### config.mk
export PLATFORM = sky130hd
export DESIGN_NAME = fetch_stage_flat
export DESIGN_NICKNAME = d
export VERILOG_FILES = /design/src/rtl/fetch_if.sv /design/src/rtl/fetch_stage.sv /design/src/flat_wrapper.sv
export SDC_FILE = /design/constraint.sdc
export NUM_CORES = 1
export LEC_CHECK = 0
export CORE_MARGIN = 8
export CORE_UTILIZATION = 40
export CTS_CLUSTER_SIZE = 14
export DETAILED_ROUTE_END_ITERATION = 16
export GPL_TIMING_DRIVEN = 1
export PLACE_DENSITY = 0.72
export SLEW_MARGIN = 20
export SYNTH_ARGS = -nofsm -noshare
export SYNTH_HDL_FRONTEND = slang
export SYNTH_SLANG_ARGS = --single-unit
### constraint.sdc
create_clock -name clk -period 5 [get_ports clk]
set_clock_uncertainty 0.1 [all_clocks]
set_input_delay 0.75 -clock clk [delete_from_list [all_inputs] [get_ports clk]]
set_output_delay 0.75 -clock clk [all_outputs]
set_load 0.01 [all_outputs]
### src/rtl/fetch_if.sv
// Bundle between the fetch stage and its surroundings: instruction-memory
// port, pipeline control from later stages, and the IF/ID register outputs.
//
// Control semantics: redirect_valid, flush and stall are level-sensitive
// commands sampled on every rising clock edge. Priority is
// redirect_valid > flush > stall > advance; imem_data must be valid in the
// same cycle that imem_addr is presented (combinational memory read).
interface fetch_if;
  logic [31:0] imem_addr;
  logic [31:0] imem_data;
  logic        stall;
  logic        flush;
  logic        redirect_valid;
  logic [31:0] redirect_pc;
  logic [31:0] if_id_inst;
  logic [31:0] if_id_pc;
  logic [31:0] if_id_pc4;
  logic        if_id_valid;
  logic        halted;
  logic        fault;
  logic [31:0] fetch_count;

  // Fetch-stage side.
  modport master (
    output imem_addr,
    input  imem_data,
    input  stall,
    input  flush,
    input  redirect_valid,
    input  redirect_pc,
    output if_id_inst,
    output if_id_pc,
    output if_id_pc4,
    output if_id_valid,
    output halted,
    output fault,
    output fetch_count
  );

  // Memory / pipeline-environment side.
  modport slave (
    input  imem_addr,
    output imem_data,
    output stall,
    output flush,
    output redirect_valid,
    output redirect_pc,
    input  if_id_inst,
    input  if_id_pc,
    input  if_id_pc4,
    input  if_id_valid,
    input  halted,
    input  fault,
    input  fetch_count
  );
endinterface

### src/rtl/fetch_stage.sv
// Instruction-fetch stage: owns the PC, drives the instruction-memory
// address, captures the returned word into the IF/ID register, and freezes
// on a halt instruction or an out-of-range fetch address. The halted output
// is the direct view of the RUN/HALT state register.
module fetch_stage #(
  parameter logic [31:0] RESET_PC  = 32'h0000_0000,
  parameter int          MEM_WORDS = 65536,
  parameter logic [31:0] HALT_INST = 32'hFFFF_FFFF
) (
  input  logic   clk,
  input  logic   rst,
  fetch_if.master bus
);

  typedef enum logic {
    S_RUN  = 1'b0,
    S_HALT = 1'b1
  } state_t;

  // One past the last legal byte address; 34 bits so MEM_WORDS up to 2^30
  // cannot overflow the comparison.
  localparam logic [33:0] PC_LIMIT = 34'(MEM_WORDS) * 34'd4;

  state_t      state_q, state_d;
  logic [31:0] pc_q, pc_d;
  logic [31:0] inst_q, inst_d;
  logic [31:0] ipc_q, ipc_d;
  logic [31:0] ipc4_q, ipc4_d;
  logic        valid_q, valid_d;
  logic        fault_q, fault_d;
  logic [31:0] count_q, count_d;

  logic [31:0] pc_plus4;
  logic [31:0] redirect_aligned;
  logic        pc_out_of_range;

  assign pc_plus4         = pc_q + 32'd4;
  assign redirect_aligned = {bus.redirect_pc[31:2], 2'b00};
  assign pc_out_of_range  = ({2'b00, pc_q} >= PC_LIMIT);

  // State, PC and IF/ID register; asynchronous reset to the power-on values.
  always_ff @(posedge clk or posedge rst) begin
    if (rst) begin
      state_q <= S_RUN;
      pc_q    <= RESET_PC;
      inst_q  <= 32'h0;
      ipc_q   <= 32'h0;
      ipc4_q  <= 32'h0;
      valid_q <= 1'b0;
      fault_q <= 1'b0;
      count_q <= 32'h0;
    end else begin
      state_q <= state_d;
      pc_q    <= pc_d;
      inst_q  <= inst_d;
      ipc_q   <= ipc_d;
      ipc4_q  <= ipc4_d;
      valid_q <= valid_d;
      fault_q <= fault_d;
      count_q <= count_d;
    end
  end

  // Next-state logic: redirect > flush > stall > advance in both states.
  // A bubble clears valid and inst but leaves the PC fields untouched.
  always_comb begin
    state_d = state_q;
    pc_d    = pc_q;
    inst_d  = inst_q;
    ipc_d   = ipc_q;
    ipc4_d  = ipc4_q;
    valid_d = valid_q;
    fault_d = fault_q;
    count_d = count_q;

    unique case (state_q)
      S_RUN: begin
        if (bus.redirect_valid) begin
          pc_d    = redirect_aligned;
          inst_d  = 32'h0;
          valid_d = 1'b0;
        end else if (bus.flush) begin
          inst_d  = 32'h0;
          valid_d = 1'b0;
          if (!bus.stall) begin
            pc_d = pc_plus4;
          end
        end else if (bus.stall) begin
          // Everything holds.
        end else if (pc_out_of_range) begin
          // Never present an out-of-range word downstream; freeze with fault.
          inst_d  = 32'h0;
          valid_d = 1'b0;
          fault_d = 1'b1;
          state_d = S_HALT;
        end else begin
          inst_d  = bus.imem_data;
          ipc_d   = pc_q;
          ipc4_d  = pc_plus4;
          valid_d = 1'b1;
          count_d = count_q + 32'd1;
          if (bus.imem_data == HALT_INST) begin
            // PC stays on the halt word so a debugger sees where fetch stopped.
            state_d = S_HALT;
          end else begin
            pc_d = pc_plus4;
          end
        end
      end

      S_HALT: begin
        if (bus.redirect_valid) begin
          // The halt was on a wrong path; resume at the redirect target.
          pc_d    = redirect_aligned;
          inst_d  = 32'h0;
          valid_d = 1'b0;
          fault_d = 1'b0;
          state_d = S_RUN;
        end else if (bus.flush || !bus.stall) begin
          inst_d  = 32'h0;
          valid_d = 1'b0;
        end
      end

      default: begin
        state_d = S_RUN;
      end
    endcase
  end

  assign bus.imem_addr   = pc_q;
  assign bus.if_id_inst  = inst_q;
  assign bus.if_id_pc    = ipc_q;
  assign bus.if_id_pc4   = ipc4_q;
  assign bus.if_id_valid = valid_q;
  assign bus.halted      = (state_q == S_HALT);
  assign bus.fault       = fault_q;
  assign bus.fetch_count = count_q;

endmodule

### src/flat_wrapper.sv
// flat-port wrapper written by rule: the top's interface ports become plain ports
module fetch_stage_flat 
#(
  parameter logic [31:0] RESET_PC  = 32'h0000_0000,
  parameter int          MEM_WORDS = 65536,
  parameter logic [31:0] HALT_INST = 32'hFFFF_FFFF
)
  (clk, rst, bus_imem_addr, bus_imem_data, bus_stall, bus_flush, bus_redirect_valid, bus_redirect_pc, bus_if_id_inst, bus_if_id_pc, bus_if_id_pc4, bus_if_id_valid, bus_halted, bus_fault, bus_fetch_count);
  fetch_if bus_i ();
  input  logic clk;
  input  logic rst;
  output wire logic [$bits(bus_i.imem_addr)-1:0] bus_imem_addr;
  input wire logic [$bits(bus_i.imem_data)-1:0] bus_imem_data;
  input wire logic [$bits(bus_i.stall)-1:0] bus_stall;
  input wire logic [$bits(bus_i.flush)-1:0] bus_flush;
  input wire logic [$bits(bus_i.redirect_valid)-1:0] bus_redirect_valid;
  input wire logic [$bits(bus_i.redirect_pc)-1:0] bus_redirect_pc;
  output wire logic [$bits(bus_i.if_id_inst)-1:0] bus_if_id_inst;
  output wire logic [$bits(bus_i.if_id_pc)-1:0] bus_if_id_pc;
  output wire logic [$bits(bus_i.if_id_pc4)-1:0] bus_if_id_pc4;
  output wire logic [$bits(bus_i.if_id_valid)-1:0] bus_if_id_valid;
  output wire logic [$bits(bus_i.halted)-1:0] bus_halted;
  output wire logic [$bits(bus_i.fault)-1:0] bus_fault;
  output wire logic [$bits(bus_i.fetch_count)-1:0] bus_fetch_count;
  assign bus_imem_addr = bus_i.imem_addr;
  assign bus_i.imem_data = bus_imem_data;
  assign bus_i.stall = bus_stall;
  assign bus_i.flush = bus_flush;
  assign bus_i.redirect_valid = bus_redirect_valid;
  assign bus_i.redirect_pc = bus_redirect_pc;
  assign bus_if_id_inst = bus_i.if_id_inst;
  assign bus_if_id_pc = bus_i.if_id_pc;
  assign bus_if_id_pc4 = bus_i.if_id_pc4;
  assign bus_if_id_valid = bus_i.if_id_valid;
  assign bus_halted = bus_i.halted;
  assign bus_fault = bus_i.fault;
  assign bus_fetch_count = bus_i.fetch_count;
  fetch_stage #(.RESET_PC(RESET_PC), .MEM_WORDS(MEM_WORDS), .HALT_INST(HALT_INST)) u_core (.clk(clk), .rst(rst), .bus(bus_i));
endmodule
Yosys cells after proc, flatten, opt, wreduce, memory -nomap -nowiden
Index checks and enable logic that the tools add are counted.

storage, ports and cells
  word-level logic and storage cells = 68
  register bits = 163
  output and inout bits = 163
  bits of input ports = 69

cells by class
  bitwise logic cells = 5
  multiplexer cells = 35
  reduce and logical (&&, ||, !) cells = 6
  equal/unequal tests = 11
  add/sub/neg operators = 2
  order comparisons = 1

operators with widths
  kind                                                                      count
  32-bit 2-to-1 mux                                                         13
  32-bit one-hot mux with 2 select lines                                    2
  32-bit by 1-bit adder with 32-bit output (second input constant)          1
  32-bit by 3-bit adder with 32-bit output (second input constant)          1
  32-bit equality test (second input constant)                              1
  32-bit by 19-bit >= comparator with 1-bit output (second input constant)  1
  1-bit 2-to-1 mux                                                          17
  4-bit inequality test (second input constant)                             3
  5-bit AND reduction                                                       2
  2-bit inequality test (second input constant)                             4
  3-bit inequality test (second input constant)                             2
  1-bit one-hot mux with 2 select lines                                     3
  1-bit inverter                                                            5
  4-bit AND reduction                                                       1
  2-bit by 1-bit inequality test with 1-bit output (second input constant)  1
  2-bit AND reduction                                                       1
  1-bit zero test                                                           1
  1-bit logical OR                                                          1

Depth between registers and ports, before layout
Gate-level depths: netlist of the first run.

  depth in word-level cells = 7
  gate-level depth with buffers = 8
  depth with buffers taken out = 7

Worst setup path before layout of the first run
Ideal clock, no wire load.

  path kind = input to register
  from = in bus_redirect_valid
  to = reg u_core.count_q[19], in the netlist u_core.bus.fetch_count[19]
  buffers on the path = 1
  required time = 4773 ps
  library setup time = 127 ps
  data arrival time = 2262 ps
  stages on the path = 6
  slack = 2510 ps
  cells stage by stage = or2_2 -> or4_1 -> buf_6 -> nor4_4 -> nand4_1 -> xnor2_1

between the ends
  cells in the longest elaborated chain, start to end = 2

ends and longest elaborated chain
  element                        RTL line            source
  start: declaration             flat_wrapper.sv:16  input wire logic [$bits(bus_i.redirect_valid)-1:0] bus_redirect_valid;
  1-bit inverter (no line)       --
  5-bit AND reduction (no line)  --
  end signal: assignment         fetch_stage.sv:60   count_q <= count_d;
  end: declaration               fetch_stage.sv:31   logic [31:0] count_q, count_d;

No other way between the ends.
A chain may end at the register's enable or synchronous reset.

Worst setup path after layout of the first run
  from = in bus_imem_data[15]
  to = reg u_core.pc_q[29], in the netlist u_core.bus.imem_addr[29]

between the ends
  cells in the longest elaborated chain, start to end = 3

ends and longest elaborated chain
  element                          RTL line            source
  start: declaration               flat_wrapper.sv:13  input wire logic [$bits(bus_i.imem_data)-1:0] bus_imem_data;
  32-bit equality test             fetch_stage.sv:102  if (bus.imem_data == HALT_INST) begin
  4-bit inequality test (no line)  --
  4-bit AND reduction (no line)    --
  end signal: assignment           fetch_stage.sv:54   pc_q <= pc_d;
  end: declaration                 fetch_stage.sv:25   logic [31:0] pc_q, pc_d;

No other way between the ends.

==> results of run 1 <==
-- metrics by stage --
stage | power, mW | worst slack, ns | hold slack [ns]
floorplan | 1.52 | 2.16 | 0.408
global placement | 1.69 | 1.41 | 0.359
detailed placement | 1.70 | 1.36 | 0.363
CTS | 3.03 | 1.81 | 0.378
global route | 3.12 | 1.63 | 0.397
finish | 3.00 | 1.81 | 0.371
-- worst max-delay path by stage --
| stage | from | to | slack, ns | cells after the start |
|---|---|---|---|---|
| floorplan | rst | u_core.bus.fault | 2.16 | 1 |
| global placement | bus_imem_data[15] | u_core.bus.imem_addr[27] | 1.41 | 8 |
| detailed placement | bus_imem_data[15] | u_core.bus.imem_addr[26] | 1.36 | 8 |
| CTS | bus_imem_data[15] | u_core.bus.imem_addr[29] | 1.81 | 8 |
| global route | u_core.bus.imem_addr[27] | u_core.bus.fetch_count[5] | 1.63 | 7 |
| finish | bus_imem_data[15] | u_core.bus.imem_addr[29] | 1.81 | 8 |
-- cell families (layout without fill, tap and decap cells) --
| family | Yosys count | in the layout | share of synthesized area |
|---|---|---|---|
| buffers and inverters | 52 | 271 | 0.0333 |
| AND/OR/NAND/NOR | 260 | 260 | 0.197 |
| AO/OA/AOI/OAI | 126 | 126 | 0.130 |
| XOR/XNOR | 47 | 47 | 0.0601 |
| adder cells (fa/ha/maj) | 3 | 3 | 0.00549 |
| flip-flops | 157 | 157 | 0.574 |
| other | 1 | 7 | 0.000548 |
-- area by class of cell --
type / count / area [um2] / area share
flip-flops and latches: 157 / 3930 / 0.397
multi-input cells: 442 / 2720 / 0.275
repair buffers: 232 / 2310 / 0.234
clock buffers: 19 / 443 / 0.0448
well taps: 225 / 282 / 0.0285
clock inverters: 13 / 165 / 0.0167
inverters: 7 / 30.0 / 0.00304
diodes: 1 / 2.50 / 0.000253
-- per-layer routing --
layer	routed length (um)	vias to the layer above	share of wire	GRT usage
met1	8750	2791	0.43	0.247
met3	1440	26	0.070	0.0511
met5	0	-	0	0
met2	9860	198	0.48	0.304
li1	-	2713	-	-
met4	473	0	0.023	0.0737
-- power breakdown --
group	leakage, nW	internal [mW]	switching, mW
logic	1.86	0.157	0.154
clock network	0.286	0.801	0.526
registers	2.08	1.30	0.0582
-- cell usage in the layout, fill, tap and decap left out, drive strengths merged, types with 2 or more instances in the layout --
cell / instances
dfrtp: 157
o32a: 4
o21ai: 34
and2: 29
a22oi: 3
o221a: 2
nor2: 29
a211o: 2
nand2: 97
inv: 7
clkbuf: 19
nor3: 14
xor2: 9
a21oi: 19
ha: 3
and3: 10
bufinv: 3
clkinv: 5
a311oi: 7
buf: 9
conb: 6
clkinvlp: 5
nand3: 26
xnor2: 38
nand4: 31
a211oi: 7
a22o: 32
o211a: 3
a31oi: 3
o22ai: 5
and4: 7
nor4: 12
clkdlybuf4s50: 223
-- flip-flops by register name, indices dropped and copies added (netlist names) --
register,flops
u_core.bus.fault,1
u_core.bus.imem_addr,30
u_core.bus.halted,1
u_core.bus.if_id_pc,30
u_core.bus.fetch_count,32
u_core.bus.if_id_inst,32
u_core.bus.if_id_pc4,30
u_core.bus.if_id_valid,1
-- worst reg2reg max path, delay by kind of cell, from the launching register on --
family | cells | cell delay (ns)
xor gates and xnor gates | 1 | 0.14
buffers and inverters | 1 | 0.43
DFF | 1 | 0.44
and+or+nand+nor | 5 | 1.97
-- synthesized netlist by cell type, drive strengths merged (2+ instances only) --
library cell | number | area share
nand3 | 26 | 0.019
nand2 | 97 | 0.053
a22oi | 3 | 0.0033
nor3 | 14 | 0.011
nor4 | 12 | 0.020
xor2 | 9 | 0.012
and4 | 7 | 0.0090
xnor2 | 38 | 0.049
o21ai | 34 | 0.025
dfrtp | 157 | 0.57
a311oi | 7 | 0.0090
and2 | 29 | 0.027
a211oi | 7 | 0.0077
o211a | 3 | 0.0044
buf | 9 | 0.0097
nor2 | 29 | 0.016
clkbuf | 36 | 0.020
a211o | 2 | 0.0026
nand4 | 31 | 0.028
a31oi | 3 | 0.0027
o22ai | 5 | 0.0046
and3 | 10 | 0.0091
o32a | 4 | 0.0059
a21oi | 19 | 0.014
o221a | 2 | 0.0033
inv | 7 | 0.0038
ha | 3 | 0.0055
a22o | 32 | 0.041
==> impl_table.tex, run 1 <==
\begin{tabular}{lr}
\hline
Metric & Value \\
\hline
\multicolumn{2}{l}{\textbf{Cells and area}} \\
\quad Fillers & 1477 \\
\quad Proportion of layout cells with a drive suffix above 1 & 0.0621 \\
\quad Final std cell area, no fill & 9880 um2 \\
\quad Core occupancy in the finished layout & 0.582 \\
\quad Area growth from synthesis to final layout & 44.4\% \\
\quad Number of nets in the final layout & 929 \\
\quad Non-filler instance count after layout & 1096 \\
\multicolumn{2}{l}{\textbf{Drt}} \\
\quad Post-route antenna net violation count & 0 \\
\quad Vias per cell & 5.23 \\
\quad Wirelength per Cell & 18.7 um \\
\quad Total vias in the final route & 5728 \\
\quad Violation count after the first detailed-route iteration & 486 \\
\quad Number of optimization iterations in the first detailed-route pass & 5 \\
\quad Total wirelength of the detailed-routed design & 20500 um \\
\quad \# DRC & 0 \\
\multicolumn{2}{l}{\textbf{Run status}} \\
\quad Outcome & completed \\
\multicolumn{2}{l}{\textbf{Timing}} \\
\quad Period Utilization, post-route & 0.638 \\
\quad Worst slew slack as a fraction of its limit & 0.320 \\
\quad Final max-slew violation count & 0 \\
\quad Final setup viols & 0 \\
\quad Maximum clock frequency & 314 MHz \\
\quad Hold violation count in the final report & 0 \\
\quad Measured slew at the worst slew-check pin & 1.01 ns \\
\quad RSZ-0062 raised after global routing & false \\
\quad Final critical-path required period & 3.19 ns \\
\quad Summed negative setup slack over all endpoints & 0 ns \\
\multicolumn{2}{l}{\textbf{Global route}} \\
\quad Maximum number of pins on one net before global-route repair & 158 \\
\quad Initial antenna violation count & 1 \\
\quad Global-route wire length before repair & 32900 um \\
\quad Via count of the first global-routing pass & 5855 \\
\quad Overall overflow remaining after global route & 0 \\
\quad Total global-route track usage & 0.192 \\
\multicolumn{2}{l}{\textbf{Power and ir drop}} \\
\quad Cell Pwr Density & 304 nW/um2 \\
\quad Leakage power & 4.23 nW \\
\quad Maximum resistive drop on vdd & 0.000217 V \\
\multicolumn{2}{l}{\textbf{Min path}} \\
\quad Destination of the worst hold path & u\_core.bus.if\_id\_pc[11] \\
\quad Worst hold stages & 2 \\
\quad Hold Crit Start & u\_core.bus.if\_id\_pc[11] \\
\quad Worst min path class & reg -> reg \\
\multicolumn{2}{l}{\textbf{Critical path}} \\
\quad Crit-path cells & clkdlybuf4s50\_1 -> nand4\_1 -> nor4\_1 -> a2111o\_1 -> nand2\_1 -> buf\_4 -> a311oi\_1 -> a21oi\_1 \\
\quad FF-to-FF Start & u\_core.bus.imem\_addr[27] \\
\quad Cell class contributing the biggest share of worst-path delay & simple AND/OR/NAND/NOR gates \\
\quad Number of cells traversed by the worst register-to-register path & 7 \\
\quad Slowest cell delay on critical path & 0.55 ns \\
\quad Terminus of the critical flop-to-flop path & u\_core.bus.fetch\_count[5] \\
\quad Worst setup slack for register-to-register paths & 1.84 ns \\
\quad Crit path buf inv count & 2 \\
\quad Slowest cell on the critical path & sky130\_fd\_sc\_hd\_\_nor4\_1 \\
\quad Top fanout value on the critical path & 20 \\
\quad Arr. time, crit path & 3.36 ns \\
\quad Crit path kind & in -> reg \\
\quad Data required, critical path & 5.17 ns \\
\quad Startpoint types & primary input \\
\quad Crit end category & flop \\
\multicolumn{2}{l}{\textbf{Clocking}} \\
\quad CTS H-tree depth & 4 \\
\quad Clock transition at path regs & 0.07 ns \\
\quad Post-CTS Setup Inserts & 0 \\
\quad Clock Latency Late Sink & 0.41 ns \\
\quad CTS max path bufs & 2 \\
\quad Total of hold buffers inserted after clock tree synthesis & 0 \\
\quad Number of buffers inserted during clock tree synthesis & 17 \\
\quad Root buf cell & sky130\_fd\_sc\_hd\_\_clkbuf\_16 \\
\quad Sinks on Clock Net & 157 \\
\quad TritonCTS clock tree & built \\
\quad CTS-repair resized insts & 0 \\
\multicolumn{2}{l}{\textbf{Placement}} \\
\quad Placed cell area & 9270 um2 \\
\quad Placed cell count & 1063 \\
\quad Sum of net half-perimeters after detailed placement & 14600 um \\
\quad Number of input and output port buffers inserted & 223 \\
\quad Routability congestion estimate & 0.793 \\
\multicolumn{2}{l}{\textbf{Yosys}} \\
\quad Async set or reset register ratio after synthesis & 1.00 \\
\quad Average instance area after synthesis & 10.6 um2 \\
\quad Synthesis warning total & 0 \\
\quad Post-Synthesis Cells & 646 \\
\quad Count of different cell masters after synthesis & 44 \\
\quad Mapped Area & 6840 um2 \\
\quad Portion of the post-synthesis area used by sequential elements & 0.574 \\
\quad FF+latch count, synth & 157 \\
\quad Number of enable flip-flop cells after synthesis & 0 \\
\quad Ys flop type & sky130\_fd\_sc\_hd\_\_dfrtp\_1 \\
\multicolumn{2}{l}{\textbf{Floorplanning}} \\
\quad Height of the chip & 147 um \\
\quad Die boundary width & 147 um \\
\quad IO Pins & 232 \\
\quad Core Box Area & 17000 um2 \\
\quad Standard-cell row count & 48 \\
\quad Die area & 21600 um2 \\
\quad Initial core utilization & 0.403 \\
\multicolumn{2}{l}{\textbf{Flow run}} \\
\quad Count of max-cap constraint violations & 0 \\
\hline
\end{tabular}
Power figures use the tool's default switching activity.
==> run 2: changes to the inputs <==
clock period = 2.7 ns   (was 5 ns; I/O delays follow)
==> run 2 against run 1 <==
Combinational power grew 110%; global-route usage grew 0.052 points; clock power grew 100%; register-to-register slack lost 1.7 ns; flip-flop and latch count is the same; sequential power grew 85%; setup slack lost 1.7 ns; critical path type is now reg -> reg.
==> impl_table.tex, run 2 (synthesis results as in run 1) <==
\begin{tabular}{lr}
\hline
Metric & Value \\
\hline
\multicolumn{2}{l}{\textbf{Clocking}} \\
\quad Post-CTS Setup Inserts & 0 (unchanged) \\
\quad Total of hold buffers inserted after clock tree synthesis & 0 (unchanged) \\
\quad Sinks on Clock Net & 157 (unchanged) \\
\quad Number of buffers inserted during clock tree synthesis & 17 (unchanged) \\
\quad Clock Latency Late Sink & 0.42 ns (about the same) \\
\quad Root buf cell & sky130\_fd\_sc\_hd\_\_clkbuf\_16 \\
\quad TritonCTS clock tree & built \\
\quad CTS max path bufs & 2 (unchanged) \\
\quad Clock transition at path regs & 0.06 ns (about the same) \\
\quad CTS H-tree depth & 4 (unchanged) \\
\multicolumn{2}{l}{\textbf{Critical path}} \\
\quad Top fanout value on the critical path & 7 (-65\%) \\
\quad Arr. time, crit path & 2.76 ns (-0.60 ns) \\
\quad Data required, critical path & 2.91 ns (-2.26 ns) \\
\quad Startpoint types & flop \\
\quad Crit end category & flop \\
\quad Crit path kind & reg -> reg \\
\multicolumn{2}{l}{\textbf{Cells and area}} \\
\quad Storage cell area & 3930 um2 (unchanged) \\
\quad Fillers & 1440 (-2.5\%) \\
\quad Core occupancy in the finished layout & 0.608 (+0.0263) \\
\quad Multi-input gate area & 2750 um2 (+0.87\%) \\
\quad Number of nets in the final layout & 970 (+4.4\%) \\
\quad Proportion of layout cells with a drive suffix above 1 & 0.105 (+0.0434) \\
\quad Final std cell area, no fill & 10300 um2 (+4.5\%) \\
\quad Most common library cell in the layout ignoring fill and taps & sky130\_fd\_sc\_hd\_\_clkdlybuf4s50\_1 \\
\quad Area growth from synthesis to final layout & 51.0\% \\
\quad Commonest cells after routing, fill and taps aside & sky130\_fd\_sc\_hd\_\_clkdlybuf4s50\_1, sky130\_fd\_sc\_hd\_\_dfrtp\_1, sky130\_fd\_sc\_hd\_\_nand2\_1 \\
\multicolumn{2}{l}{\textbf{Timing}} \\
\quad Final setup viols & 0 (unchanged) \\
\quad Maximum clock frequency & 391 MHz \\
\quad Measured slew at the worst slew-check pin & 0.645 ns (-0.366 ns) \\
\quad Final critical-path required period & 2.56 ns \\
\quad Final max-slew violation count & 0 (unchanged) \\
\quad RSZ-0062 raised after global routing & false \\
\quad Post-route worst setup slack & 0.144 ns (-1.67 ns) \\
\quad Hold violation count in the final report & 0 (unchanged) \\
\quad Worst slew slack as a fraction of its limit & 0.570 (+0.250) \\
\quad Period Utilization, post-route & 0.947 \\
\multicolumn{2}{l}{\textbf{Drt}} \\
\quad Number of optimization iterations in the first detailed-route pass & 5 (unchanged) \\
\quad Total wirelength of the detailed-routed design & 20800 um (+1.4\%) \\
\quad Post-route antenna net violation count & 0 (unchanged) \\
\quad Vias per cell & 5.15 (-1.5\%) \\
\quad \# DRC & 0 (unchanged) \\
\quad Wirelength per Cell & 18.3 um (-2.1\%) \\
\quad Total vias in the final route & 5848 (+2.1\%) \\
\quad Violation count after the first detailed-route iteration & 449 (-7.6\%) \\
\multicolumn{2}{l}{\textbf{Floorplanning}} \\
\quad IO Pins & 232 (unchanged) \\
\quad Die area & 21600 um2 (unchanged) \\
\quad Initial core utilization & 0.403 (unchanged) \\
\quad Standard-cell row count & 48 (unchanged) \\
\quad Die boundary width & 147 um (unchanged) \\
\quad Core Box Area & 17000 um2 (unchanged) \\
\quad Height of the chip & 147 um (unchanged) \\
\multicolumn{2}{l}{\textbf{Power and ir drop}} \\
\quad Maximum resistive drop on vdd & 0.000423 V (+95\%) \\
\quad Leakage power & 4.49 nW (+6.2\%) \\
\quad Total power of the final layout & 5.85 mW (+95\%) \\
\quad Cell Pwr Density & 566 nW/um2 (+86\%) \\
\multicolumn{2}{l}{\textbf{Global route}} \\
\quad Total global-route track usage & 0.193 (+0.000517) \\
\quad Overall overflow remaining after global route & 0 (unchanged) \\
\quad GR met1 Demand/Resource & 0.243 (-0.00393) \\
\quad Maximum number of pins on one net before global-route repair & 93 (-41\%) \\
\quad Routing usage on met2 & 0.308 (+0.00323) \\
\quad Initial antenna violation count & 1 (unchanged) \\
\quad Met3 global-route usage & 0.0624 (+0.0114) \\
\quad Global routing's busiest layer & met2 \\
\quad Via count of the first global-routing pass & 5964 (+1.9\%) \\
\quad Global-route wire length before repair & 33100 um (+0.65\%) \\
\multicolumn{2}{l}{\textbf{Min path}} \\
\quad Worst min path class & in -> async \\
\multicolumn{2}{l}{\textbf{Run status}} \\
\quad Outcome & completed \\
\multicolumn{2}{l}{\textbf{Placement}} \\
\quad Placed cell area & 9640 um2 (+4.0\%) \\
\quad Sum of net half-perimeters after detailed placement & 15200 um (+4.1\%) \\
\quad Worst setup timing slack at the placement stage & -0.151 ns (-1.51 ns) \\
\quad Number of input and output port buffers inserted & 223 (unchanged) \\
\quad Routability congestion estimate & 0.811 (+2.4\%) \\
\multicolumn{2}{l}{\textbf{Flow run}} \\
\quad Count of max-cap constraint violations & 0 (unchanged) \\
\hline
\end{tabular}
[run 2: cell types whose count changed in the layout (fill, tap and decap cells not counted), moves of 2 or more]
cell	delta
sky130_fd_sc_hd__buf_4	+36
sky130_fd_sc_hd__nor4_1	-2
sky130_fd_sc_hd__bufinv_16	+2
sky130_fd_sc_hd__inv_6	+2
sky130_fd_sc_hd__clkinv_2	-2
sky130_fd_sc_hd__clkinvlp_4	-3
sky130_fd_sc_hd__clkinv_4	-2
sky130_fd_sc_hd__buf_12	+5
[run 2: worst paths after layout]
kind                                     startpoint                         end  slack [ns]  depth (start not counted)
setup / recovery           u_core.bus.imem_addr[23]  u_core.bus.fetch_count[14]        0.14                          8
hold / removal                                  rst     u_core.bus.imem_addr[2]        0.36                          3
setup reg to reg           u_core.bus.imem_addr[23]  u_core.bus.fetch_count[14]        0.14                          8
hold reg to reg             u_core.bus.if_id_pc[11]     u_core.bus.if_id_pc[11]        0.37                          2
max in group asynchronous                       rst   u_core.bus.if_id_inst[30]        1.73                          3
min in group clk            u_core.bus.if_id_pc[11]     u_core.bus.if_id_pc[11]        0.37                          2
[run 2: power by group]
group / switching, mW / total [mW] / internal (mW)
Sequential: 0.0892 / 2.51 / 2.42
Combinational: 0.321 / 0.662 / 0.341
Clock: 0.978 / 2.68 / 1.70
Total: 1.39 / 5.85 / 4.46
[run 2: what timing repair did]
| item | CTS | global route |
|---|---|---|
| resized for setup | 3 | 1 |
| gates cloned | 0 | 0 |
| setup endpoints to repair | 12 | 4 |
| pin swaps | 1 | 1 |
[run 2: worst max-delay path: stages (launching register included)]
cell                      delay, ns
sky130_fd_sc_hd__dfrtp_1       0.43
sky130_fd_sc_hd__nor4_4        0.31
sky130_fd_sc_hd__nand4_1       0.19
sky130_fd_sc_hd__or4_4         0.54
sky130_fd_sc_hd__buf_12        0.17
sky130_fd_sc_hd__nor4_4        0.26
sky130_fd_sc_hd__buf_4         0.19
sky130_fd_sc_hd__nand4_1       0.12
sky130_fd_sc_hd__xnor2_1       0.14
[run 2: area by class of cell]
class,instances,share of cell area
sequential,157,0.380
multi-input combinational,442,0.266
timing repair buffer,273,0.260
clock buffer,20,0.0442
tap,225,0.0272
clock inverter,11,0.0197
inverter,7,0.00291
antenna,1,0.000242
[run 2: metrics by stage]
stage	hold slack (ns)	cells	setup TNS (ns)
finish	0.356	1136	0
global route	0.385	1136	0
CTS	0.377	1135	0
detailed placement	0.362	1104	-4.54
global placement	0.358	1104	-3.36
floorplan	0.408	651	0
[run 2: layer usage]
| layer | vias to the layer above | wire, um |
|---|---|---|
| met5 | - | 0 |
| met4 | 0 | 321 |
| met3 | 21 | 1590 |
| met2 | 208 | 10100 |
| met1 | 2828 | 8830 |
| li1 | 2791 | - |
